<file path="src/rtl/seq_detect_moore_param.sv">
// -----------------------------------------------------------------------------
// seq_detect_moore_param
//   Parametrised Moore serial-pattern detector. One bit is accepted on each
//   clock edge with din_valid=1. The FSM state is the number of pattern bits
//   currently matched (KMP failure automaton). The pattern is fixed when the
//   design is elaborated.
//
//   Parameters
//     PAT_LEN   pattern length, 1..16
//     PATTERN   pattern bits; PATTERN[PAT_LEN-1] is the first bit received
//     CNT_W     width of the saturating match counter
//
//   Ports
//     clk        rising-edge clock
//     rst        asynchronous active-high reset
//     din        serial data bit
//     din_valid  qualifies din; with din_valid=0 the FSM holds
//     overlap    1: overlapping detection, 0: restart after a full match
//     clr_cnt    synchronous clear of match_cnt
//     y          high while state == PAT_LEN
//     hit        one-cycle pulse after each accepted edge that reaches S[PAT_LEN]
//     match_cnt  saturating count of hits
//     state      current matched-prefix length
// -----------------------------------------------------------------------------
module seq_detect_moore_param #(
    parameter int                 PAT_LEN = 4,
    parameter logic [PAT_LEN-1:0] PATTERN = 4'b1100,
    parameter int                 CNT_W   = 8
) (
    input  logic                         clk,
    input  logic                         rst,
    input  logic                         din,
    input  logic                         din_valid,
    input  logic                         overlap,
    input  logic                         clr_cnt,
    output logic                         y,
    output logic                         hit,
    output logic [CNT_W-1:0]             match_cnt,
    output logic [$clog2(PAT_LEN+1)-1:0] state
);

    localparam int SW = $clog2(PAT_LEN + 1);
    localparam logic [SW-1:0] FULL = SW'(PAT_LEN);

    generate
        if (PAT_LEN < 1 || PAT_LEN > 16) begin : g_bad_pat_len
            $error("seq_detect_moore_param: PAT_LEN must be in 1..16");
        end
    endgenerate

    // Next state from Sk on input bit b: the longest j such that the first j
    // pattern bits equal the last j bits of (first k pattern bits, then b).
    // Scanning j upwards and keeping the last match yields the longest one.
    function automatic logic [SW-1:0] kmp_next(input int k, input logic b);
        int  max_j;
        int  idx;
        logic ok;
        logic hb;
        logic [SW-1:0] res;
        res   = '0;
        max_j = (k + 1 > PAT_LEN) ? PAT_LEN : k + 1;
        for (int j = 1; j <= max_j; j++) begin
            ok = 1'b1;
            for (int m = 0; m < j; m++) begin
                idx = k + 1 - j + m;
                if (idx == k) begin
                    hb = b;
                end else begin
                    hb = PATTERN[PAT_LEN-1-idx];
                end
                if (hb != PATTERN[PAT_LEN-1-m]) begin
                    ok = 1'b0;
                end
            end
            if (ok) begin
                res = SW'(j);
            end
        end
        return res;
    endfunction

    // Constant transition tables, one entry per state and input bit value.
    logic [SW-1:0] kmp_tab0 [PAT_LEN+1];
    logic [SW-1:0] kmp_tab1 [PAT_LEN+1];

    genvar gi;
    generate
        for (gi = 0; gi <= PAT_LEN; gi++) begin : g_tab
            assign kmp_tab0[gi] = kmp_next(gi, 1'b0);
            assign kmp_tab1[gi] = kmp_next(gi, 1'b1);
        end
    endgenerate

    logic [SW-1:0]    state_reg;
    logic [SW-1:0]    state_next;
    logic             y_reg;
    logic             hit_reg;
    logic [CNT_W-1:0] cnt_reg;
    logic             full_next;
    logic             hit_next;

    always_comb begin
        state_next = '0;
        if (state_reg == FULL && !overlap) begin
            // Non-overlapping: the completed match is discarded, only din counts.
            state_next = (din == PATTERN[PAT_LEN-1]) ? SW'(1) : '0;
        end else if (din) begin
            state_next = kmp_tab1[state_reg];
        end else begin
            state_next = kmp_tab0[state_reg];
        end
    end

    assign full_next = (state_next == FULL);
    assign hit_next  = din_valid && full_next;

    always_ff @(posedge clk or posedge rst) begin
        if (rst) begin
            state_reg <= '0;
            y_reg     <= 1'b0;
            hit_reg   <= 1'b0;
            cnt_reg   <= '0;
        end else begin
            hit_reg <= hit_next;
            if (din_valid) begin
                state_reg <= state_next;
                // y tracks the registered state exactly (Moore decode of S[PAT_LEN]).
                y_reg     <= full_next;
            end
            // A clear coinciding with a hit keeps that hit in the count.
            if (clr_cnt) begin
                cnt_reg <= hit_next ? CNT_W'(1) : '0;
            end else if (hit_next && cnt_reg != {CNT_W{1'b1}}) begin
                cnt_reg <= cnt_reg + 1'b1;
            end
        end
    end

    assign state     = state_reg;
    assign y         = y_reg;
    assign hit       = hit_reg;
    assign match_cnt = cnt_reg;

endmodule

</file>
<file path="config.mk">
export PLATFORM = sky130hd
export DESIGN_NAME = seq_detect_moore_param
export DESIGN_NICKNAME = d
export VERILOG_FILES = /design/src/rtl/seq_detect_moore_param.sv
export SDC_FILE = /design/constraint.sdc
export NUM_CORES = 1
export LEC_CHECK = 0
export CAP_MARGIN = 20
export CORE_MARGIN = 3
export CORE_UTILIZATION = 49
export DETAILED_ROUTE_END_ITERATION = 12
export HOLD_SLACK_MARGIN = 0.15
export PLACE_DENSITY = 0.8
export SLEW_MARGIN = 20
export SYNTH_ARGS = -nofsm -noshare
export SYNTH_HDL_FRONTEND = slang
export SYNTH_SLANG_ARGS = --single-unit
export TNS_END_PERCENT = 50
</file>
<file path="constraint.sdc">
create_clock -name clk -period 4.5 [get_ports clk]
set_input_delay 0.9 -clock clk [delete_from_list [all_inputs] [get_ports clk]]
set_output_delay 0.9 -clock clk [all_outputs]
set_load 0.01 [all_outputs]
</file>
==> flow_summary.ini, run 1 <==
[run_status]
status = completed

[timing]
worst_pin_slew_ns = 0.4884
setup_tns_ns = 0
finalCriticalPeriod_ns = 2.253
max_freq_mhz = 443.8
final_hold_viol_count = 0
period_share_pct = 50.07
maxSlewViolCount = 0
layout_setup_ws_ns = 2.247
setup_violations = 0
relSlewSlack_pct = 67.10
grt_setup_unrepaired = false
skew_ns = 0.0009216

[cells_and_area]
final_nets = 102
area_growth_pct = 29.05
fin_util_pct = 68.76
largest_register_ffs = 8
design_area_um2 = 917.1
drive_gt1_share_pct = 10.99
antenna_cells = 0
fillers = 108

[clocking]
h-tree-depth = 1
cts_resized = 0
postCtsHoldBufs = 0
path_clk_slew_ns = 0.08
cts_sinks = 13
post_cts_buffers = 0
tritoncts = done
clk_path_buf_depth = 2
ctsRootBufferMaster = clkbuf_4
clkLatencyLatePin_ns = 0.28
cts_made_buffers = 3

[logic_synthesis]
netlist_top_cells_area = dfrtp_1 46%, ha_1 7.0%, a21oi_1 5.6%, o21ai_0 3.5%, inv_1 2.6%
yosys_most_used_dff = dfrtp_1
ys_seq_elements = 13
synth.distinct_cells = 30
yosysTopAreaCell = dfrtp_1
synth-warning-count = 0
async_flop_share_pct = 100.0
synth_edf_count = 0
post-synth-top-count-cell = dfrtp_1
ys_seq_area_share_pct = 45.77
synth.top_cell.area_share_pct = 45.77
netlist_area_um2 = 710.7
synth_common_cells = 13 x dfrtp_1, 8 x a21oi_1, 5 x inv_1, 5 x nand2_1, 5 x o21ai_0
syn_inst = 72
syn_avg_cell_area_um2 = 9.871
synthesis.nets = 82

[floorplanning]
die_h_um = 44.09
io_pins = 19
start_util_pct = 53.28
coreArea_mm2 = 0.001334
die_area_mm2 = 0.001943
die_w_um = 44.09
rows = 13

[global_route]
grt_pass1_wl_mm = 2.380
grt_antenna_before_repair = 0
grt_max_degree = 14
grt_pass1_vias = 567
grt_usage_pct = 16.50
grt-ovfl-total = 0

[routing]
ant_nets = 0
wire_per_inst_um = 13.31
vias = 600
routed_wl_mm = 1.411
drt_iter0_drc = 17
drc_errors = 0
via_per_inst = 5.660
dr.pass1.iters = 4

[worst_setup_path]
cp.required_ns = 4.71
crit_type = in -> reg
start_kind = input pin
cp.arrival_ns = 2.46
crit_path_max_fanout = 5
endpoint_kind = flip-flop

[power_and_ir_drop]
comb_power_share_pct = 28.4
vdd_drop_max_mv = 0.2897
pwr-share-seq_pct = 46.8
clkPwrFrac_pct = 24.8
leakagePower_nw = 0.3868
p_int_mw = 0.2074
p_switching_mw = 0.09083
switching_share_pct = 30.46
power.density_mw_per_mm2 = 325.2

[run]
max_cap_violations = 0

[placement]
placed_area_um2 = 890.9
routabilityCongestion = 0.7624
dp_slack_ns = 1.952
io_buffers = 17
dp_hpwl_mm = 1.048

[min_path]
hold_path.class = reg -> reg
stage by stage:
stage | power (mW) | hold slack (ns) | instances
after floorplan | 0.1869 | 0.5181 | 72
after global placement | 0.2219 | 0.4645 | 102
after detailed placement | 0.2251 | 0.4683 | 102
after CTS | 0.2999 | 0.4915 | 106
after global routing | 0.3161 | 0.5355 | 106
final | 0.2982 | 0.4878 | 106
cells in the final DEF, fill, tap and decap left out, types with 3 or more instances in the layout:
cell,Yosys,layout
a21oi_1,8,8
clkbuf_4,0,3
clkdlybuf4s50_1,0,17
dfrtp_1,13,13
ha_1,4,4
inv_1,5,5
nand2_1,5,5
nand3_1,3,3
o21ai_0,5,5
critical path: stages:
cell             delay, ns
clkdlybuf4s50_1       0.49
nor3b_4               0.27
nand3_2               0.14
or4_1                 0.51
a21oi_1               0.15
logic make-up (layout without fill, tap and decap cells):
group / Yosys count / after routing / share of synthesized area [%]
compound gates: 20 / 20 / 17.08
buf+inv: 7 / 26 / 3.872
simple gates: 27 / 27 / 24.65
flops: 13 / 13 / 45.77
mux: 1 / 1 / 1.584
fa+ha+maj: 4 / 4 / 7.043
power by group through the flow:
stage,Sequential (mW),Combinational (mW),Clock (mW)
6_report,0.139,0.0847,0.0741
5_1_grt,0.142,0.0925,0.0815
4_1_cts,0.139,0.0846,0.0759
3_5_place_dp,0.142,0.0833,0
3_3_place_gp,0.141,0.0813,0
2_1_floorplan,0.146,0.0410,0
cell type report:
type / count / area (µm²) / share of cell area, %
clock buffers: 4 / 26.28 / 2.865
inverters: 5 / 18.77 / 2.046
multi-input cells: 52 / 357.8 / 39.02
flip-flops and latches: 13 / 325.3 / 35.47
well taps: 15 / 18.77 / 2.046
repair buffers: 17 / 170.2 / 18.55
final timing paths:
path,startpoint,endpoint,slack [ns],cells past startpoint
setup / recovery,din,match_cnt[6],2.25,5
setup reg to reg,state[0],match_cnt[6],2.74,6
min in group asynchronous,rst,state[1],0.94,2
max in group asynchronous,rst,match_cnt[2],3.23,2
hold / removal,y,y,0.49,1
hold reg to reg,y,y,0.49,1
layer usage:
| layer | up-vias | wire (µm) | GRT usage (%) |
|---|---|---|---|
| met3 | 3 | 67 | 4.065 |
| met5 | - | 0 | 0 |
| li1 | 295 | - | - |
| met4 | 0 | 19 | 9.036 |
| met2 | 15 | 690 | 27.03 |
| met1 | 287 | 634 | 19.74 |
Power figures use the tool's default switching activity.
==> run 2: changes to the inputs <==
--- a/config.mk
+++ b/config.mk
@@ -7,10 +7,10 @@
 export LEC_CHECK = 0
 export CAP_MARGIN = 20
 export CORE_MARGIN = 3
-export CORE_UTILIZATION = 49
+export CORE_UTILIZATION = 46
 export DETAILED_ROUTE_END_ITERATION = 12
 export HOLD_SLACK_MARGIN = 0.15
-export PLACE_DENSITY = 0.8
+export PLACE_DENSITY = 0.76
 export SLEW_MARGIN = 20
 export SYNTH_ARGS = -nofsm -noshare
 export SYNTH_HDL_FRONTEND = slang
==> constraint.sdc (replaced) <==
create_clock -name clk -period 2.1 [get_ports clk]
set_input_delay 0.42 -clock clk [delete_from_list [all_inputs] [get_ports clk]]
set_output_delay 0.42 -clock clk [all_outputs]
set_load 0.01 [all_outputs]
==> flow_summary.ini, run 2 (synthesized netlist as in run 1, its figures left out) <==
[timing]
setup_violations = 0
relSlewSlack_pct = 66.60
final_hold_viol_count = 0
maxSlewViolCount = 0
worst_pin_slew_ns = 0.5004
max_freq_mhz = 552.4
period_share_pct = 86.20
finalCriticalPeriod_ns = 1.810
grt_setup_unrepaired = false
setup_tns_ns = 0
hold_ws_ns = 0.4613
skew_ns = 0.005647

[cells_and_area]
final_common_cell = clkdlybuf4s50_1
stdcell_count = 107
fillers = 128
layout_common_cells = 17 x clkdlybuf4s50_1, 13 x dfrtp_1, 8 x a21oi_1
antenna_cells = 0
design_area_um2 = 924.6
drive_gt1_share_pct = 11.96
area_growth_pct = 30.11
largest_register_ffs = 8
final_nets = 103

[floorplanning]
rows = 13
start_util_pct = 52.01
die_h_um = 45.31
io_pins = 19
die_w_um = 45.31
coreArea_mm2 = 0.001366
die_area_mm2 = 0.002053

[routing]
wire_per_inst_um = 13.91
ant_nets = 0
via_per_inst = 5.421
vias = 580
drc_errors = 0
dr.pass1.iters = 3
drt_iter0_drc = 2
routed_wl_mm = 1.488

[placement]
dp_cells = 103
placed_area_um2 = 898.4
io_buffers = 17
routabilityCongestion = 0.7677
dp_hpwl_mm = 1.082

[power_and_ir_drop]
p_int_mw = 0.4450
switching_share_pct = 30.43
power.density_mw_per_mm2 = 691.8
clkPwrFrac_pct = 24.3
p_switching_mw = 0.1947
leakagePower_nw = 0.3916
total_power_mw = 0.6397
vdd_drop_max_mv = 0.5064
comb_power_share_pct = 29.0
pwr-share-seq_pct = 46.7

[worst_setup_path]
crit_type = reg -> reg
cp_num_buf_inv = 1
critical-path-slowest-cell = or4_1
start_kind = flip-flop
cp_top_family = simple AND/OR/NAND/NOR gates
cp_slowest_stage_delay_ns = 0.51
path_cells = inv_1 -> ha_1 -> and2b_1 -> nand3_2 -> or4_1 -> a21oi_1
cp.required_ns = 2.30
crit_path_max_fanout = 5
cp.arrival_ns = 2.01
endpoint_kind = flip-flop

[clocking]
cts_sinks = 13
cts_resized = 0
tritoncts = done
post_cts_buffers = 0
cts_made_buffers = 3
clk_path_buf_depth = 2
ctsRootBufferMaster = clkbuf_4
h-tree-depth = 1
postCtsHoldBufs = 0
clkLatencyLatePin_ns = 0.27
path_clk_slew_ns = 0.08

[global_route]
grt_pass1_wl_mm = 2.421
grt_usage_pct = 16.56
grt_antenna_before_repair = 0
grt_pass1_vias = 569
grt_max_degree = 14
grt-ovfl-total = 0

[run_status]
status = completed

[min_path]
hold_path.class = in -> async

[run]
max_cap_violations = 0
==> run 2: cell types whose count changed in the layout (fill, tap and decap cells not counted) <==
cell / change
buf_4: +1
==> run 2: final cells by class <==
type                    instances  area, µm²  area share (%)
repair buffers                 18      177.7           19.22
clock buffers                   4      26.28           2.842
well taps                      15      18.77           2.030
multi-input cells              52      357.8           38.70
inverters                       5      18.77           2.030
flip-flops and latches         13      325.3           35.18
==> run 2: layer usage <==
layer,routed length (µm),GRT usage (%),share of wire [%],vias to the layer above
met4,0,7.018,0,0
met2,693,25.99,47,12
met3,58,2.789,3.9,0
met1,736,22.33,49,268
met5,0,0,0,-
li1,-,-,-,300
==> run 2: metrics by stage <==
stage	util, %	setup WS, ns
finish	67.67	0.2898
global route	67.67	0.2095
CTS	67.67	0.2961
detailed placement	65.75	0.04600
global placement	65.75	0.06656
floorplan	-	0.3884
==> run 2: path summary, 6_finish.rpt <==
check	slack (ns)	to	cells past startpoint	start
max	0.29	match_cnt[6]	6	state[0]
max in group asynchronous	1.30	match_cnt[5]	2	rst
min in group clk	0.50	y	1	y
min reg2reg	0.50	y	1	y
max reg2reg	0.29	match_cnt[6]	6	state[0]
min	0.46	match_cnt[3]	2	rst
==> run 2: power by group through the flow <==
stage	logic, mW	clock network, mW	registers (mW)
after floorplan	0.0878	0	0.313
after global placement	0.178	0	0.302
after detailed placement	0.183	0	0.303
after CTS	0.189	0.161	0.299
after global routing	0.204	0.167	0.304
final	0.186	0.155	0.299
==> run 3: changes to the inputs <==
--- a/config.mk
+++ b/config.mk
@@ -6,11 +6,12 @@
 export NUM_CORES = 1
 export LEC_CHECK = 0
 export CAP_MARGIN = 20
-export CORE_MARGIN = 3
-export CORE_UTILIZATION = 46
+export CORE_AREA = 3 3 40 42
 export DETAILED_ROUTE_END_ITERATION = 12
+export DIE_AREA = 0 0 43 45
+export DONT_BUFFER_PORTS = 1
 export HOLD_SLACK_MARGIN = 0.15
-export PLACE_DENSITY = 0.76
+export PLACE_DENSITY = 0.68
 export SLEW_MARGIN = 20
 export SYNTH_ARGS = -nofsm -noshare
 export SYNTH_HDL_FRONTEND = slang
==> flow_summary.ini, run 3 (synthesized netlist as in run 1, its figures left out) <==
[timing]
finalCriticalPeriod_ns = 1.868
final_hold_viol_count = 0
setup_tns_ns = 0
max_freq_mhz = 535.3
grt_setup_unrepaired = false
setup_violations = 0
maxSlewViolCount = 0
skew_ns = 0.005685
relSlewSlack_pct = 66.38
period_share_pct = 88.95
worst_pin_slew_ns = 0.5037

[routing]
routed_wl_mm = 1.373
ant_nets = 0
vias = 522
dr.pass1.iters = 4
drt_iter0_drc = 3
wire_per_inst_um = 15.26
drc_errors = 0
via_per_inst = 5.800

[clocking]
h-tree-depth = 1
tritoncts = done
clkLatencyLatePin_ns = 0.27
clk_path_buf_depth = 2
path_clk_slew_ns = 0.09
cts_sinks = 13
post_cts_buffers = 0
ctsRootBufferMaster = clkbuf_4
cts_resized = 0
cts_made_buffers = 3

[floorplanning]
start_util_pct = 55.31
rows = 13
die_w_um = 43
coreArea_mm2 = 0.001285
die_h_um = 45
io_pins = 19
die_area_mm2 = 0.001935

[cells_and_area]
fin_util_pct = 58.91
drive_gt1_share_pct = 13.33
antenna_cells = 0
stdcell_count = 90
fillers = 113
final_nets = 86
layout_common_cells = 13 x dfrtp_1, 8 x a21oi_1, 5 x nand2_1, 5 x o21ai_0, 5 x inv_1
final_common_cell = dfrtp_1
area_growth_pct = 6.514
largest_register_ffs = 8

[worst_setup_path]
ff2ff_path_depth = 6
critical-path-slowest-cell = or4_1
path_cells = inv_1 -> ha_1 -> and2b_1 -> nand3_2 -> or4_1 -> a21oi_1
endpoint_kind = flip-flop
rrSetupSlack_ns = 0.23
r2r-end = match_cnt[6]
crit_path_max_fanout = 5
cp_slowest_stage_delay_ns = 0.52
start_kind = flip-flop
crit_type = reg -> reg
r2r_start = state[0]
crit_start = state[0]
cp.arrival_ns = 2.06
cp.required_ns = 2.29

[global_route]
grt_antenna_before_repair = 0
grt_max_degree = 14
grt_usage_pct = 16.17
grt-ovfl-total = 0
grt_pass1_wl_mm = 2.235
grt_pass1_vias = 503

[placement]
dp_cells = 85
io_buffers = 0
routabilityCongestion = 0.7737
dp_hpwl_um = 982.4

[min_path]
hold_path.class = in -> reg
hold_path_depth = 1
hp-start = clr_cnt
min_to = match_cnt[5]

[power_and_ir_drop]
power.density_mw_per_mm2 = 756.4
total_power_mw = 0.5726
leakagePower_nw = 0.3305
vdd_drop_max_mv = 0.4248

[run]
max_cap_violations = 0

[run_status]
status = completed
==> run 3: power by group <==
group / internal [mW] / switching (mW) / leakage, nW
registers: 0.274 / 0.0392 / 0.179
clock network: 0.0735 / 0.0836 / 0.0150
logic: 0.0491 / 0.0528 / 0.137
total: 0.397 / 0.176 / 0.331
==> run 3: routing by layer <==
metal / GRT usage (%) / up-vias / share of wire, %
met1: 16.96 / 242 / 44
met2: 26.05 / 15 / 48
li1: - / 263 / -
met3: 7.570 / 2 / 7.0
met4: 10.84 / 0 / 0.87
met5: 0 / - / 0
==> run 3: final cells by class <==
class	count	area, µm²	share of cell area, %
multi-input cells	52	357.8	47.27
well taps	15	18.77	2.479
clock buffers	4	26.28	3.471
flip-flops and latches	13	325.3	42.98
repair buffers	1	10.01	1.322
inverters	5	18.77	2.479
==> run 3: worst max-delay path by stage <==
stage,to,cells past startpoint
floorplan,match_cnt[6],6
global placement,match_cnt[6],6
detailed placement,match_cnt[6],6
CTS,match_cnt[6],6
global route,match_cnt[6],6
finish,match_cnt[6],6
==> run 3: what timing repair did <==
item                                   4_1_cts  5_1_grt
hold buffers                                 1        0
setup endpoints to repair                    0        0
endpoints found under the hold margin       13        0
==> run 3: through the flow <==
stage	hold slack (ns)	instance area, µm²	setup WS [ns]
after floorplan	0.2970	710.7	0.3884
after global placement	0.3683	720.7	0.3136
after detailed placement	0.3673	720.7	0.2597
after CTS	0.1851	757.0	0.2305
after global routing	0.1629	757.0	0.1171
final	0.1939	757.0	0.2320
==> run 3: worst max-delay path, delay by kind of cell, from the launching register on <==
| family | cells | cell delay [ns] |
|---|---|---|
| AOI/OAI and AO/OA | 1 | 0.17 |
| adders and majority gates | 1 | 0.22 |
| buffers and inverters | 1 | 0.10 |
| DFF | 1 | 0.42 |
| and+or+nand+nor | 3 | 0.88 |
==> variant 1 (config.mk and constraints of run 2) <==
Register the inputs `din`, `din_valid`, `overlap` and `clr_cnt` before use, without a reset. The logic sees them one clock later.
--- a/src/rtl/seq_detect_moore_param.sv
+++ b/src/rtl/seq_detect_moore_param.sv
@@ -41,6 +41,18 @@
 
     localparam int SW = $clog2(PAT_LEN + 1);
     localparam logic [SW-1:0] FULL = SW'(PAT_LEN);
+
+    logic din_q;
+    logic din_valid_q;
+    logic overlap_q;
+    logic clr_cnt_q;
+
+    always_ff @(posedge clk) begin
+        din_q       <= din;
+        din_valid_q <= din_valid;
+        overlap_q   <= overlap;
+        clr_cnt_q   <= clr_cnt;
+    end
 
     generate
         if (PAT_LEN < 1 || PAT_LEN > 16) begin : g_bad_pat_len
@@ -101,10 +113,10 @@
 
     always_comb begin
         state_next = '0;
-        if (state_reg == FULL && !overlap) begin
+        if (state_reg == FULL && !overlap_q) begin
             // Non-overlapping: the completed match is discarded, only din counts.
-            state_next = (din == PATTERN[PAT_LEN-1]) ? SW'(1) : '0;
-        end else if (din) begin
+            state_next = (din_q == PATTERN[PAT_LEN-1]) ? SW'(1) : '0;
+        end else if (din_q) begin
             state_next = kmp_tab1[state_reg];
         end else begin
             state_next = kmp_tab0[state_reg];
@@ -112,7 +124,7 @@
     end
 
     assign full_next = (state_next == FULL);
-    assign hit_next  = din_valid && full_next;
+    assign hit_next  = din_valid_q && full_next;
 
     always_ff @(posedge clk or posedge rst) begin
         if (rst) begin
@@ -122,13 +134,13 @@
             cnt_reg   <= '0;
         end else begin
             hit_reg <= hit_next;
-            if (din_valid) begin
+            if (din_valid_q) begin
                 state_reg <= state_next;
                 // y tracks the registered state exactly (Moore decode of S[PAT_LEN]).
                 y_reg     <= full_next;
             end
             // A clear coinciding with a hit keeps that hit in the count.
-            if (clr_cnt) begin
+            if (clr_cnt_q) begin
                 cnt_reg <= hit_next ? CNT_W'(1) : '0;
             end else if (hit_next && cnt_reg != {CNT_W{1'b1}}) begin
                 cnt_reg <= cnt_reg + 1'b1;
Function: changed (Yosys sat finds a counterexample within 4 cycles, from zero or initial values and one cycle with rst high).
==> variant 1 against run 2 <==
- sequential cell count rose by 3
- global-route usage fell by 2.4 points
- routed wire length fell by 5.7%
- power rose by 16%
- synthesized area rose by 8.5%
- design area rose by 6.9%
- worst setup slack improved by 0.041 ns
==> variant 1: results <==
export IMPL_status="completed"
export IMPL_swShare_pct=27.97
export IMPL_r2r_slack_ns=0.34
export IMPL_r2r_start="state[0]"
export IMPL_first_pass_iters=4
export IMPL_ir_drop_uv=607.5
export IMPL_port_buffers=17
export IMPL_synth_xor_area_share_pct=0
export IMPL_dp_hpwl_um=1031
export IMPL_synth_fa_ha_area_share_pct=6.494
export IMPL_clock_skew_ns=0.006160
export IMPL_clkLatencyLatePin_ns=0.29
export IMPL_grt_usage_pct=14.14
export IMPL_antenna_found_initial=0
export IMPL_grt_pass1_wl_um=2187
export IMPL_place_ws_ns=0.3271
export IMPL_worst_pin_slew_ns=0.5038
export IMPL_numCtsBuffers=3
export IMPL_synth_fp_nets=85
export IMPL_drt_iter0_markers=13
export IMPL_gp_congestion=0.7937
export IMPL_cts_buffer_depth=2
export IMPL_path_clk_slew_ns=0.10
export IMPL_htree_num_levels=1
export IMPL_netlist_instances=75
export IMPL_synth_area_mux_share_pct=1.461
export IMPL_cp_max_fo=6
export IMPL_final_layout_size_suffix_gt1_share_pct=11.70
export IMPL_p_leak_nw=0.4181
export IMPL_max_stage_delay_ns=0.58
export IMPL_largest_reg_flops=8
export IMPL_final_cells=110
export IMPL_placed_cell_area_sq_um=952.2
export IMPL_yosys_top_cells_area="dfrtp_1 42%, dfxtp_1 7.8%, ha_1 6.5%"
export IMPL_cpMaxStageDelayCell="clkdlybuf4s50_1"
export IMPL_routedWlPerCell_um=12.75
export IMPL_cp_top_family="buffers and inverters"
export IMPL_fillers=135
export IMPL_synth_yosys_seq_area_share_pct=50.00
export IMPL_async_reset_ff_share_pct=81.25
export IMPL_first_global_vias=514
export IMPL_hold_slack_ns=0.4381
export IMPL_synth_compound_area_share_pct=15.75
export IMPL_synth_distinct_cells=31
export IMPL_grt_max_degree=14
export IMPL_cp_arrival_ns=1.35
export IMPL_dr_total_vias=597
## variant 1: changes by cell type in the layout (fill, tap and decap cells not counted)
cell      delta
clkbuf_8     +1
clkbuf_1     -1
buf_4        -1
dfxtp_1      +3
## variant 1: how the worst max path moves through the flow
stage               slack [ns]  depth (start not counted)      from           end
floorplan                 0.39                          6  state[0]  match_cnt[6]
global placement          0.38                          6  state[0]  match_cnt[6]
detailed placement        0.33                          6  state[0]  match_cnt[6]
CTS                       0.30                          6  state[0]  match_cnt[6]
global route              0.16                          6  state[0]  match_cnt[6]
finish                    0.33                          1  state[2]      state[2]
## variant 1: power groups by stage
stage / registers [mW] / logic (mW) / clock network (mW)
2_1_floorplan: 0.377 / 0.0879 / 0
3_3_place_gp: 0.370 / 0.168 / 0
3_5_place_dp: 0.372 / 0.172 / 0
4_1_cts: 0.365 / 0.173 / 0.214
5_1_grt: 0.370 / 0.189 / 0.223
6_report: 0.365 / 0.169 / 0.208
## variant 1: cells by family (layout without fill, tap and decap cells)
group / after synthesis / in the layout
flops: 16 / 16
simple gates: 27 / 27
fa+ha+maj: 4 / 4
mux: 1 / 1
buf+inv: 7 / 26
compound gates: 20 / 20
## variant 1: layer usage
layer	global-route usage, %	share of wire, %	up-vias
met5	0	0	-
met4	6.630	1.9	0
met3	3.065	5.3	2
met2	21.14	44	15
met1	19.43	49	273
li1	-	-	307
## variant 1: cell type report
| cell class | instances | area, sq um | area share (%) |
|---|---|---|---|
| timing repair buffer | 17 | 170.2 | 17.22 |
| clock buffer | 4 | 36.28 | 3.671 |
| tap | 16 | 20.02 | 2.025 |
| multi-input combinational | 52 | 357.8 | 36.20 |
| inverter | 5 | 18.77 | 1.899 |
| sequential | 16 | 385.4 | 38.99 |
==> variant 2 (settings of run 2) <==
Made on the original files. `PAT_LEN`: 4 -> 8.
--- a/src/rtl/seq_detect_moore_param.sv
+++ b/src/rtl/seq_detect_moore_param.sv
@@ -23,7 +23,7 @@
 //     state      current matched-prefix length
 // -----------------------------------------------------------------------------
 module seq_detect_moore_param #(
-    parameter int                 PAT_LEN = 4,
+    parameter int                 PAT_LEN = 8,
     parameter logic [PAT_LEN-1:0] PATTERN = 4'b1100,
     parameter int                 CNT_W   = 8
 ) (
Ports: changed (resized state); port bits go from 19 to 20. The function was not compared with the original's and may differ.
==> variant 2 against run 2 <==
- routed wire length is 36% higher
- design area rose by 23%
- worst hold slack better by 0.0040 ns
- critical path type unchanged
- critical endpoint is now match_cnt[5]
- non-clock buffer count rose by 6
- synthesized area increased by 21%
- utilization decreased by 2.7 points
- highest routed layer is now met4
- combinational power up 84%
- worst setup slack worse by 0.15 ns
- power rose by 34%
- sequential cell count increased by 1
- clock skew shrank 0.0048 ns
- sequential share of layout area is 4.3 points lower
- largest power group is now combinational logic
==> variant 2: results <==
export IMPL_status="completed"
export IMPL_period_share_pct=93.27
export IMPL_grt_usage_pct=17.82
export IMPL_yosys_top_cells_area="dfrtp_1 41%, ha_1 7.2%, a21oi_1 4.6%"
export IMPL_area_growth_pct=31.30
export IMPL_htree_num_levels=1
export IMPL_dp_hpwl_um=1485
export IMPL_final_layout_size_suffix_gt1_share_pct=11.97
export IMPL_place_ws_ns=0.08272
export IMPL_grt_util_met3_pct=6.422
export IMPL_grt_pass1_wl_um=3374
export IMPL_first_pass_iters=4
export IMPL_drt_iter0_markers=18
export IMPL_grt_max_degree=15
export IMPL_synth_distinct_cells=35
export IMPL_ys_top_cells_by_count="14 x dfrtp_1, 8 x a21oi_1, 8 x inv_1, 7 x nor2_1"
export IMPL_ir_drop_uv=826.5
export IMPL_clock_skew_ns=0.0008742
export IMPL_fillers=154
export IMPL_slew_headroom_pct=59.13
export IMPL_gp_congestion=0.8446
export IMPL_synth_edf_count=0
export IMPL_dr_total_vias=812
export IMPL_synth_yosys_seq_area_share_pct=40.58
export IMPL_place_inst=138
export IMPL_cpMaxStageDelayCell="dfrtp_1"
export IMPL_dr_wl_met3_um=140
export IMPL_p_leak_nw=0.4701
export IMPL_synth_fp_nets=104
export IMPL_wl_met2_um=945
export IMPL_cp_arrival_ns=2.13
export IMPL_first_global_vias=745
export IMPL_cp_max_fo=7
export IMPL_use_met1_pct=23.42
export IMPL_port_buffers=19
export IMPL_grt_use_met2_pct=27.23
export IMPL_wl_met1_um=904
-- variant 2: changes by cell type in the layout (fill, tap and decap cells not counted), sizes merged, moves of 3 or more --
cell / before / now
nor2: 1 / 7
buf: 1 / 5
inv: 5 / 9
nor2b: 1 / 4
-- variant 2: worst max-delay path: cells and delay by family (launching register included) --
family | cells | cell delay (ns)
and+or+nand+nor | 3 | 0.71
DFF | 1 | 0.39
muxes | 1 | 0.36
adders and majority gates | 1 | 0.28
buffers and inverters | 1 | 0.10
-- variant 2: logic make-up after synthesis --
group | Yosys count | share of synthesized area (%)
DFF | 14 | 40.58
muxes | 1 | 1.304
buffers and inverters | 13 | 6.811
adders and majority gates | 5 | 7.246
AOI/OAI and AO/OA | 28 | 21.16
and+or+nand+nor | 32 | 22.90
-- variant 2: final timing paths --
| path | startpoint | cells past startpoint | slack (ns) | endpoint |
|---|---|---|---|---|
| hold / removal | rst | 2 | 0.47 | match_cnt[7] |
| max in group asynchronous | rst | 2 | 1.29 | state[1] |
| setup reg to reg | state[1] | 6 | 0.14 | match_cnt[5] |
| min in group clk | y | 2 | 0.58 | y |
| hold reg to reg | y | 2 | 0.58 | y |
| setup / recovery | state[1] | 6 | 0.14 | match_cnt[5] |
-- variant 2: power breakdown --
group,switching [mW],total [mW],internal (mW)
registers,0.0279,0.322,0.294
logic,0.177,0.342,0.164
clock network,0.0891,0.195,0.106
total,0.294,0.858,0.564
-- variant 2: layout make-up --
cell class | count | area share [%]
Multi-Input combinational cell | 66 | 40.07
Sequential cell | 14 | 30.91
Timing Repair Buffer | 24 | 20.09
Clock buffer | 4 | 3.201
Inverter | 9 | 2.980
Tap cell | 25 | 2.759
